**src/rtl/jump_power_meter_pkg.sv**
```systemverilog
// ============================================================================
// jump_power_meter_pkg : shared game constants, FSM encoding, charge helpers
// Revision: 1.0
// ============================================================================
`default_nettype none

package jump_power_meter_pkg;

   typedef enum logic [1:0] {
      ST_IDLE     = 2'd0,
      ST_CHARGE   = 2'd1,
      ST_COOLDOWN = 2'd2
   } state_t;

   localparam int DEF_TICK_DIV       = 500000;
   localparam int DEF_MIN_TICKS      = 2;
   localparam int DEF_COOLDOWN_TICKS = 20;

   function automatic logic [7:0] sat_inc(input logic [7:0] v);
      return (v == 8'hFF) ? v : v + 8'd1;
   endfunction

   // Bit k lights once the charge passes 32*k, so bit 0 means "any charge".
   function automatic logic [7:0] thermometer(input logic [7:0] v);
      logic [7:0] t;
      t = '0;
      for (int k = 0; k < 8; k++) begin
         t[k] = (int'(v) > 32 * k);
      end
      return t;
   endfunction

endpackage

`default_nettype wire

```
**src/rtl/tick_gen.sv**
```systemverilog
// ============================================================================
// tick_gen : free-running 0..TICK_DIV-1 prescaler with a one-clk tick
// Revision: 1.0
// ============================================================================
`default_nettype none

module tick_gen
   import jump_power_meter_pkg::*;
#(
   parameter int TICK_DIV = DEF_TICK_DIV
) (
   input  logic clk,
   input  logic clr,
   input  logic restart,
   output logic tick
);

   localparam int CW = (TICK_DIV > 1) ? $clog2(TICK_DIV) : 1;
   localparam logic [CW-1:0] LAST = CW'(TICK_DIV - 1);

   logic [CW-1:0] cnt;

   always_ff @(posedge clk) begin
      if (clr || restart) begin
         cnt <= '0;
      end else if (cnt == LAST) begin
         cnt <= '0;
      end else begin
         cnt <= cnt + CW'(1);
      end
   end

   assign tick = (cnt == LAST);

endmodule

`default_nettype wire

```
**src/rtl/jump_power_meter.sv**
```systemverilog
// ============================================================================
// jump_power_meter : measures jump-button hold time in ticks and latches it
// Revision: 1.0
// ============================================================================
`default_nettype none

module jump_power_meter
   import jump_power_meter_pkg::*;
#(
   parameter int TICK_DIV       = DEF_TICK_DIV,
   parameter int MIN_TICKS      = DEF_MIN_TICKS,
   parameter int COOLDOWN_TICKS = DEF_COOLDOWN_TICKS
) (
   input  logic       clk,
   input  logic       clr,
   input  logic       btn_level,
   input  logic       enable,
   output logic [7:0] jump_dist,
   output logic       dist_valid,
   output logic       jump_seq,
   output logic       charging,
   output logic [7:0] charge_bar
);

   localparam int CDW = (COOLDOWN_TICKS > 1) ? $clog2(COOLDOWN_TICKS + 1) : 1;

   state_t           state, state_nxt;
   logic             btn_d;
   logic             btn_rise;
   logic             tick;
   logic             restart;
   logic             latch;
   logic             cool_clr;
   logic             cool_inc;
   logic [7:0]       charge_cnt;
   logic [7:0]       charge_tick;
   logic [CDW-1:0]   cool_cnt;

   tick_gen #(
      .TICK_DIV (TICK_DIV)
   ) u_tick_gen (
      .clk     (clk),
      .clr     (clr),
      .restart (restart),
      .tick    (tick)
   );

   assign btn_rise = btn_level & ~btn_d;
   // A tick landing on the release cycle still counts toward the latched value.
   assign charge_tick = tick ? sat_inc(charge_cnt) : charge_cnt;

   always_ff @(posedge clk) begin
      if (clr) begin
         state <= ST_IDLE;
      end else begin
         state <= state_nxt;
      end
   end

   always_comb begin
      state_nxt = state;
      restart   = 1'b0;
      latch     = 1'b0;
      cool_clr  = 1'b0;
      cool_inc  = 1'b0;
      case (state)
         ST_IDLE: begin
            if (enable && btn_rise) begin
               state_nxt = ST_CHARGE;
               restart   = 1'b1;
            end
         end
         ST_CHARGE: begin
            if (!enable) begin
               state_nxt = ST_IDLE;
            end else if (!btn_level) begin
               state_nxt = ST_COOLDOWN;
               cool_clr  = 1'b1;
               latch     = (int'(charge_tick) >= MIN_TICKS);
            end
         end
         ST_COOLDOWN: begin
            if (tick) begin
               if (int'(cool_cnt) + 1 >= COOLDOWN_TICKS) begin
                  state_nxt = ST_IDLE;
               end else begin
                  cool_inc = 1'b1;
               end
            end
         end
         default: state_nxt = ST_IDLE;
      endcase
   end

   always_ff @(posedge clk) begin
      if (clr) begin
         btn_d      <= 1'b0;
         charge_cnt <= 8'd0;
         cool_cnt   <= '0;
         jump_dist  <= 8'd0;
         dist_valid <= 1'b0;
         jump_seq   <= 1'b0;
      end else begin
         btn_d      <= btn_level;
         dist_valid <= latch;
         if (latch) begin
            jump_dist <= charge_tick;
            jump_seq  <= ~jump_seq;
         end
         if (state == ST_CHARGE && state_nxt == ST_CHARGE) begin
            charge_cnt <= charge_tick;
         end else begin
            charge_cnt <= 8'd0;
         end
         if (cool_clr) begin
            cool_cnt <= '0;
         end else if (cool_inc) begin
            cool_cnt <= cool_cnt + CDW'(1);
         end
      end
   end

   assign charging   = (state == ST_CHARGE);
   assign charge_bar = charging ? thermometer(charge_cnt) : 8'd0;

endmodule

`default_nettype wire

```
**config.mk**
```make
export PLATFORM = sky130hd
export DESIGN_NAME = jump_power_meter
export DESIGN_NICKNAME = d
export VERILOG_FILES = /design/src/rtl/jump_power_meter_pkg.sv /design/src/rtl/tick_gen.sv /design/src/rtl/jump_power_meter.sv
export SDC_FILE = /design/constraint.sdc
export NUM_CORES = 1
export LEC_CHECK = 0
export ABC_AREA = 1
export BUFFER_PORTS_ARGS = -buffer_cell sky130_fd_sc_hd__buf_4
export CAP_MARGIN = 5
export CORE_MARGIN = 2
export CORE_UTILIZATION = 63
export DETAILED_ROUTE_END_ITERATION = 8
export PLACE_DENSITY = 0.84
export SLEW_MARGIN = 0
export SYNTH_ARGS = -nofsm -noshare
export SYNTH_HDL_FRONTEND = slang
export SYNTH_HIERARCHICAL = 1
export SYNTH_SLANG_ARGS = --single-unit
```
**constraint.sdc**
```tcl
create_clock -name clk -period 4.5 [get_ports clk]
set_input_delay 0.225 -clock clk [delete_from_list [all_inputs] [get_ports clk]]
set_output_delay 0.225 -clock clk [all_outputs]
set_load 0.1 [all_outputs]
```
; After elaboration in Yosys (flattened, before gate mapping)
; Index checks and enable logic that the tools add are counted.
[classes]
add_sub_neg = 4
n_lt_le_gt_ge = 10
eq_ne = 5
mux = 20
n_bitwise = 4
reduce_logical = 7
[op_table]
columns = cell, n
row1 = $gt 8x8->1 const B, 4
row2 = $mux 8, 3
row3 = $add 19x1->19 const B, 1
row4 = $eq 19x19->1 const B, 1
row5 = $gt 8x7->1 const B, 2
row6 = $mux 1, 11
row7 = $mux 2, 5
row8 = $add 8x1->8 const B, 1
row9 = $eq 8x8->1 const B, 1
row10 = $ge 8x2->1 const B, 1
row11 = $gt 8x1->1 const B, 1
row12 = $gt 8x6->1 const B, 1
row13 = $add 5x1->6 const B, 1
row14 = $ge 6x5->1 const B, 1
row15 = $pmux 2 s3, 1
row16 = $reduce_or 2->1, 3
row17 = $add 5x1->5 const B, 1
row18 = $eq 2x1->1 const B, 2
row19 = $not 1->1, 3
row20 = $eq 2x2->1 const B, 1
row21 = $logic_and 1x1->1, 2
row22 = $logic_not 2->1, 1
row23 = $and 1x1->1, 1
row24 = $logic_or 1x1->1, 1
[word_totals]
regBits = 45
inputBits = 4
word_cells = 58

; Logic depth before layout (Yosys ltp)
; Gate-level depths: netlist (run 1).
[logic_depth]
ltp_word = 9
depth_mapped = 18

; Hierarchy
; Netlist (run 1), hierarchy kept.
[modules_own_cells]
columns = module, instances, cells_per_inst, area_per_inst_um2, seq_area_each_um2
row1 = jump_power_meter, 1, 210, 1445.1, 520.5
row2 = tick_gen, 1, 153, 1011.0, 380.4

; Least setup slack after synthesis (run 1)
; OpenSTA, ideal clock, no wires.
[synth_path]
path_type = register to output
start = register state[0]
end = output charge_bar[3]
arrival_time_ns = 4.520
slack_ns = -0.245
path_stages_with_launch = 5
path_buffers = 0
cell_sequence = dfxtp_1 -> inv_1 -> nor2_1 -> inv_1 -> a311oi_1
[synth_between]
elab_chain_len = 2
[synth_lines]
columns = element, line_no
row1 = "start, declared", jump_power_meter.sv:27  ; state_t state, state_nxt;
row2 = "start signal, assigned", jump_power_meter.sv:56  ; state <= state_nxt;
row3 = $eq 2x1->1, jump_power_meter.sv:123  ; assign charging = (state == ST_CHARGE);
row4 = net charging, jump_power_meter.sv:21  ; output logic charging,
row5 = $mux 8, jump_power_meter.sv:124  ; assign charge_bar = charging ? thermometer(charge_cnt) : 8'd0;
row6 = "end, declared", jump_power_meter.sv:22  ; output logic [7:0] charge_bar
; The timed path passes the listed nets, and every way through them passes these cells.

; Worst setup path after layout (run 1)
[layout_path]
start = register u_tick_gen.cnt[0]
end = register jump_dist[1]
[layout_between]
elab_chain_len = 6
[layout_lines]
columns = element, line_no
row1 = "start, declared", tick_gen.sv:21  ; logic [CW-1:0] cnt;
row2 = "start signal, assigned", tick_gen.sv:29  ; cnt <= cnt + CW'(1);
row3 = $eq 19x19->1 (*), tick_gen.sv:33  ; assign tick = (cnt == LAST);
row4 = net tick, jump_power_meter.sv:30  ; logic tick;
row5 = $mux 8 (*), jump_power_meter.sv:50  ; assign charge_tick = tick ? sat_inc(charge_cnt) : charge_cnt;
row6 = $ge 8x2->1, jump_power_meter.sv:79  ; latch = (int'(charge_tick) >= MIN_TICKS);
row7 = $mux 1, jump_power_meter.sv:76  ; end else if (!btn_level) begin
row8 = $mux 1, jump_power_meter.sv:74  ; if (!enable) begin
row9 = $mux 1, jump_power_meter.sv:66  ; case (state)
row10 = "end signal, assigned", jump_power_meter.sv:107  ; jump_dist <= charge_tick;
row11 = "end, declared", jump_power_meter.sv:18  ; output logic [7:0] jump_dist,
; Mark *: on every way through the listed nets, which the timed path passes. The rest lies on a longest branch.
; A chain may end at the register's enable or synchronous reset.

==> results of run 1 <==
==> critical path: cells and delay by family (launching register included) <==
| family | cells | cell delay [ps] |
|---|---|---|
| AO/OA/AOI/OAI | 1 | 110 |
| adder cells (fa/ha/maj) | 1 | 230 |
| flip-flops | 1 | 380 |
| AND/OR/NAND/NOR | 13 | 1970 |
==> power by group <==
group	switching, W	internal [W]
registers	0.00000275	0.000401
logic	0.0000166	0.00000737
clock network	0.000150	0.000112
total	0.000169	0.000521
==> cells in the mapped netlist (3+ instances only) <==
library cell  number  area share
nand2_1           76        0.12
nor2_1            67        0.10
inv_1             48       0.073
dfxtp_1           45        0.37
nand3_1           32       0.065
a21oi_1           19       0.039
xor2_1            12       0.043
nand2_2            9       0.023
o21ai_0            9       0.018
nand4_1            7       0.018
ha_1               5       0.025
nor3_1             4      0.0082
buf_2              3      0.0061
nor2_2             3      0.0076
nor2_4             3       0.014
xnor2_1            3       0.011
==> kinds of logic after synthesis <==
kind of cell	count (synthesis)	synth area share
flops	45	0.367
buf+inv	54	0.0917
xor+xnor	15	0.0535
simple gates	207	0.374
compound gates	37	0.0881
fa+ha+maj	5	0.0255
==> through the flow <==
step | area, µm² | setup TNS, ps | instances | utilization | hold WS (ps)
after detailed placement | 2650 | 0 | 427 | 0.712 | 449
after global routing | 2740 | 0 | 435 | 0.738 | 153
after floorplan | 2470 | -27.2 | 363 | - | 350
after global placement | 2650 | 0 | 427 | 0.712 | 444
final | 2740 | 0 | 435 | 0.738 | 154
after CTS | 2740 | 0 | 435 | 0.738 | 143
==> registers in the layout, summed over array words and instances (netlist names) <==
| name | cells |
|---|---|
| jump_seq | 1 |
| dist_valid | 1 |
| charge_cnt | 8 |
| state | 2 |
| btn_d | 1 |
| jump_dist | 8 |
| u_tick_gen/cnt | 19 |
| cool_cnt | 5 |
==> worst max path at each step <==
| stage | from | to | slack, ps | cells past startpoint |
|---|---|---|---|---|
| 2_1_floorplan | state[0] | charge_bar[6] | -30 | 4 |
| 3_3_place_gp | u_tick_gen/cnt[0] | jump_dist[5] | 1900 | 15 |
| 3_5_place_dp | u_tick_gen/cnt[0] | jump_dist[4] | 1780 | 15 |
| 4_1_cts | u_tick_gen/cnt[0] | jump_dist[4] | 1760 | 15 |
| 5_1_grt | u_tick_gen/cnt[0] | jump_dist[1] | 1460 | 15 |
| 6_report | u_tick_gen/cnt[0] | jump_dist[1] | 1750 | 15 |
==> per-layer routing <==
metal,up-vias,GRT usage,share of wire
met1,1014,0.280,0.43
met2,54,0.499,0.51
met3,13,0.0579,0.036
met5,-,0,0
li1,1200,-,-
met4,0,0.120,0.021
==> final cells by class <==
class / instances / area share
clock buffer: 5 / 0.0251
multi-input combinational: 264 / 0.489
sequential: 45 / 0.329
tap: 48 / 0.0219
clock inverter: 3 / 0.00913
inverter: 48 / 0.0657
timing repair buffer: 22 / 0.0602
==> impl_metrics.json, run 1 <==
{
  "die_height_um": 66.4,
  "reg2reg_setup_slack_ps": 1750,
  "hp-start": "clr",
  "hold_buffers": 0,
  "clock_skew_ps": 10.5,
  "wl_per_cell_um": 12.0,
  "ys_warn_count": 6,
  "grt_pass1_vias": 2171,
  "hold_viol": 0,
  "status": "complete, no violations",
  "overflow": 0,
  "drt_iter0_markers": 165,
  "multi_input_area_mm2": 0.00134,
  "numCtsBuffers": 5,
  "synth_nets": 372,
  "power_w": 0.000690,
  "synthToLayoutAreaGrowth_pct": 11.6,
  "dp_slack_ps": 1780,
  "dieArea_mm2": 0.00441,
  "row_count": 22,
  "rr_worst_depth": 15,
  "drv_slew": 0,
  "cp.arrival_ps": 2990,
  "synth_flop_cell": "dfxtp_1",
  "finalWirelength_um": 5210,
  "antenna_found_initial": 0,
  "via_per_inst": 5.24,
  "ys_seq_elements": 45,
  "finalCritPeriodShare": 0.611,
  "ir_worst_vdd_v": 0.000178,
  "drc": 0,
  "path_cells": "ha_1, nand2_2, nor2_4, nand3_2, nor2_1, nand2_1, nor2_2, nand3_1, nand2_1, nand3_1, nor2_1, nand2_2, nand2_2, nand2_1, a21oi_1",
  "vias": 2281,
  "fin_crit_ps": 2750,
  "layout_common_cells": "76 x nand2_1, 67 x nor2_1, 48 x inv_1",
  "num-fill-cells": 327,
  "gp_congestion": 0.938,
  "r2r_end": "jump_dist[1]",
  "ctsResizeCount": 0,
  "hold_path.class": "input pin to flop",
  "start_util": 0.661,
  "grt_start_max_net_pins": 19,
  "insertion_delay_ps": 310,
  "cts_tree": "done",
  "final-seq-area_um2": 901,
  "worst_pin_slew_ps": 675,
  "cpMaxStageDelayCell": "nor2_1",
  "drive_gt1_frac": 0.134,
  "crit_path_end_kind": "flop",
  "start_kind": "flop",
  "avgSynthCellArea_um2": 6.77,
  "post_cts_buffers": 0,
  "synth_cell_types": 31,
  "place_hpwl_um": 3910,
  "syn_inst": 363,
  "grt_first_pass_wirelength_um": 9050,
  "cts_sinks": 45,
  "powerDensity_mw_per_mm2": 252,
  "mostFrequentLayoutCell": "nand2_1",
  "synth_area_mm2": 0.00246,
  "io_buffers": 22,
  "worst_slack_ps": 1750,
  "diodes": 0,
  "ant_nets": 0,
  "critPathRequiredTime_ps": 4750,
  "rsz0062_at_grt": "false",
  "synth_edf_count": 0,
  "hold_end": "jump_dist[5]",
  "maxCapViolations": 0,
  "rr_startpoint": "u_tick_gen/cnt[0]",
  "setup_violations": 0,
  "cts-htree-levels": 2,
  "critPathMaxFanout": 12,
  "cts.path.max_buffers": 2,
  "die_x_um": 66.4,
  "hold_path_depth": 2,
  "criticalPathCategory": "flop to flop",
  "synthArstFlopShare": 0,
  "nets": 395,
  "clk_pin_slew_ps": 90,
  "fmax_ghz": 0.364,
  "dr.pass1.iters": 4,
  "max-slew-margin-rel": 0.538,
  "coreArea_mm2": 0.00372,
  "cts_root_buffer": "clkbuf_8",
  "grt.total_usage": 0.266,
  "p_leak_nw": 1.06,
  "io_pins": 23,
  "seq_area_frac_synth": 0.367,
  "max_stage_delay_ps": 500
}
No activity file was read; power rests on OpenSTA's default activity.
==> run 2: changes to the inputs <==
ABC_AREA = 0   (was 1)
CORE_UTILIZATION = 58   (was 63)
PLACE_DENSITY = 0.78   (was 0.84)
clock period = 2.6 ns   (was 4.5 ns; I/O delays follow)
==> run 2 against run 1 <==
The flow now finishes with violations (setup timing); sequential power up 75%; global-route usage up 1.4 points; die area up 5.6%; cell area up 21%; synthesized area down 2.4%; register-to-register slack worse by 2400 ps; clock power up 110%; non-clock buffer count up 42; clock-buffer cell count up 1; maximum frequency down 15%; combinational power rose to 4.9 times the previous value.
==> impl_metrics.json, run 2 <==
{
  "diodes": 0,
  "ir_worst_vdd_v": 0.000425,
  "start_util": 0.599,
  "synth_edf_count": 0,
  "ant_nets": 0,
  "post-synth-top-count-cell": "dfxtp_1",
  "dr.pass1.iters": 4,
  "criticalPathCategory": "flop to flop",
  "power_frac_comb": 0.085,
  "dieArea_mm2": 0.00466,
  "intPower_w": 0.00102,
  "synth_flop_cell": "dfxtp_1",
  "cts-htree-levels": 2,
  "clockPowerShare": 0.399,
  "ys_warn_count": 6,
  "worst_pin_slew_ps": 771,
  "synth_area_mm2": 0.00240,
  "numCtsBuffers": 5,
  "cts_sinks": 45,
  "critPathMaxFanout": 8,
  "cts_root_buffer": "clkbuf_8",
  "num-fill-cells": 230,
  "p_leak_nw": 1.20,
  "violations": "setup timing",
  "synth_nets": 289,
  "start_kind": "flop",
  "drt_iter0_markers": 131,
  "whs_ps": 80.1,
  "top_register": "u_tick_gen/cnt",
  "io_buffers": 22,
  "synthToLayoutAreaGrowth_pct": 38.0,
  "die_height_um": 68.3,
  "fmax_ghz": 0.309,
  "row_count": 23,
  "powerDensity_mw_per_mm2": 415,
  "ys_seq_elements": 45,
  "drive_gt1_frac": 0.367,
  "p_seq_frac": 0.516,
  "via_per_inst": 6.32,
  "synthArstFlopShare": 0,
  "maxCapViolations": 0,
  "critPathRequiredTime_ps": 2810,
  "postLayoutCellArea_mm2": 0.00331,
  "hold_path.class": "input pin to flop",
  "cts.path.max_buffers": 2,
  "setup_violations": 19,
  "io_pins": 23,
  "cp.arrival_ps": 3450,
  "vias": 2470,
  "ys_top_cells_by_area": "dfxtp_1 38%, nor2_1 6.4%, xnor2_1 5.1%",
  "swShare": 0.257,
  "hold_viol": 0,
  "dp_slack_ps": -456,
  "mostFrequentLayoutCell": "buf_4",
  "largest_reg_flops": 19,
  "rsz0062_at_grt": "true",
  "synthTopCellsByCount": "45 x dfxtp_1, 41 x nor2_1, 19 x nor3_1",
  "status": "finished with violations",
  "avgSynthCellArea_um2": 8.56,
  "max-slew-margin-rel": 0.485,
  "die_x_um": 68.3,
  "p_switching_w": 0.000353,
  "cts_tree": "done",
  "grt.total_usage": 0.280,
  "coreArea_mm2": 0.00400,
  "drv_slew": 0,
  "fin_crit_ps": 3240,
  "synth_top_area_frac": 0.376,
  "crit_path_end_kind": "flop",
  "insertion_delay_ps": 310,
  "grt_first_pass_wirelength_um": 9690,
  "synth.largest_area_cell": "dfxtp_1",
  "place_hpwl_um": 3960,
  "synth_cell_types": 55,
  "seq_area_frac_synth": 0.376,
  "overflow": 0,
  "finalCritPeriodShare": 1.24,
  "antenna_found_initial": 0,
  "placed_area_mm2": 0.00281,
  "worst_slack_ps": -637,
  "syn_inst": 280,
  "grt_start_max_net_pins": 23,
  "nets": 349,
  "grt_pass1_vias": 2084,
  "clk_pin_slew_ps": 90,
  "drc": 0,
  "wl_per_cell_um": 19.0,
  "gp_congestion": 0.911,
  "layout_common_cells": "55 x buf_4, 43 x dfxtp_1, 36 x nor2_1",
  "clock_skew_ps": 5.39,
  "reg.largest.list": "u_tick_gen/cnt (19), charge_cnt (8), jump_dist (8)",
  "finalWirelength_um": 7450
}
-- run 2: power groups by stage --
stage | Combinational [W] | Sequential, W | Clock [W]
6_report | 0.000117 | 0.000708 | 0.000548
5_1_grt | 0.000122 | 0.000710 | 0.000584
3_5_place_dp | 0.000111 | 0.000724 | 0
4_1_cts | 0.000113 | 0.000708 | 0.000546
2_1_floorplan | 0.0000397 | 0.000768 | 0
3_3_place_gp | 0.000110 | 0.000724 | 0
-- run 2: critical path, cell delays in order (launching register included) --
cell and delay [ps]:
dfxtp_2 340, or4b_4 520, or4b_4 530, nor4_2 140, buf_4 230, nand3_4 90
nor4b_4 350, o221ai_4 170, or4_1 630, o221ai_1 130
-- run 2: final cells by class --
cell class	count	area, µm²	area share
Clock buffer	6	72.6	0.0219
Clock inverter	2	38.8	0.0117
Inverter	13	48.8	0.0147
Multi-Input combinational cell	211	1680	0.506
Sequential cell	45	903	0.273
Tap cell	50	62.6	0.0189
Timing Repair Buffer	64	508	0.153
-- run 2: layer usage --
metal / part of all wire / vias to the layer above / wire [µm] / track usage
met5: 0 / - / 0 / 0
met4: 0.036 / 0 / 265 / 0.113
met3: 0.068 / 32 / 508 / 0.0625
met2: 0.48 / 142 / 3560 / 0.477
met1: 0.42 / 1171 / 3120 / 0.341
li1: - / 1125 / - / -
-- run 2: cell families (layout without fill, tap and decap cells) --
kind of cell,Yosys count,in the layout,synth area share
muxes,5,5,0.0235
AOI/OAI and AO/OA,41,41,0.139
DFF,45,45,0.376
xor gates and xnor gates,20,20,0.0731
and+or+nand+nor,140,140,0.316
buffers and inverters,24,85,0.0465
adders and majority gates,5,5,0.0261
-- run 2: worst paths after layout --
| check | startpoint | to | slack (ps) | depth (start not counted) |
|---|---|---|---|---|
| max reg2reg | u_tick_gen/cnt[11] | jump_dist[7] | -640 | 9 |
| min | btn_level | btn_d | 80 | 2 |
| min reg2reg | u_tick_gen/cnt[18] | u_tick_gen/cnt[18] | 500 | 2 |
| max | u_tick_gen/cnt[11] | jump_dist[7] | -640 | 9 |
-- run 2: repair_timing --
action,CTS,global route
resized for setup,28,30
pin swaps,8,12
hold buffers,0,0
setup buffers,4,10
setup endpoints to repair,18,20
-- run 2: metrics by stage --
step | instances | power, W | utilization | setup TNS, ps
4_1_cts | 383 | 0.00137 | 0.777 | -3430
2_1_floorplan | 280 | 0.000808 | - | -1930
3_3_place_gp | 371 | 0.000834 | 0.703 | -3150
5_1_grt | 391 | 0.00142 | 0.827 | -7380
3_5_place_dp | 371 | 0.000836 | 0.703 | -3890
6_report | 391 | 0.00137 | 0.827 | -6300
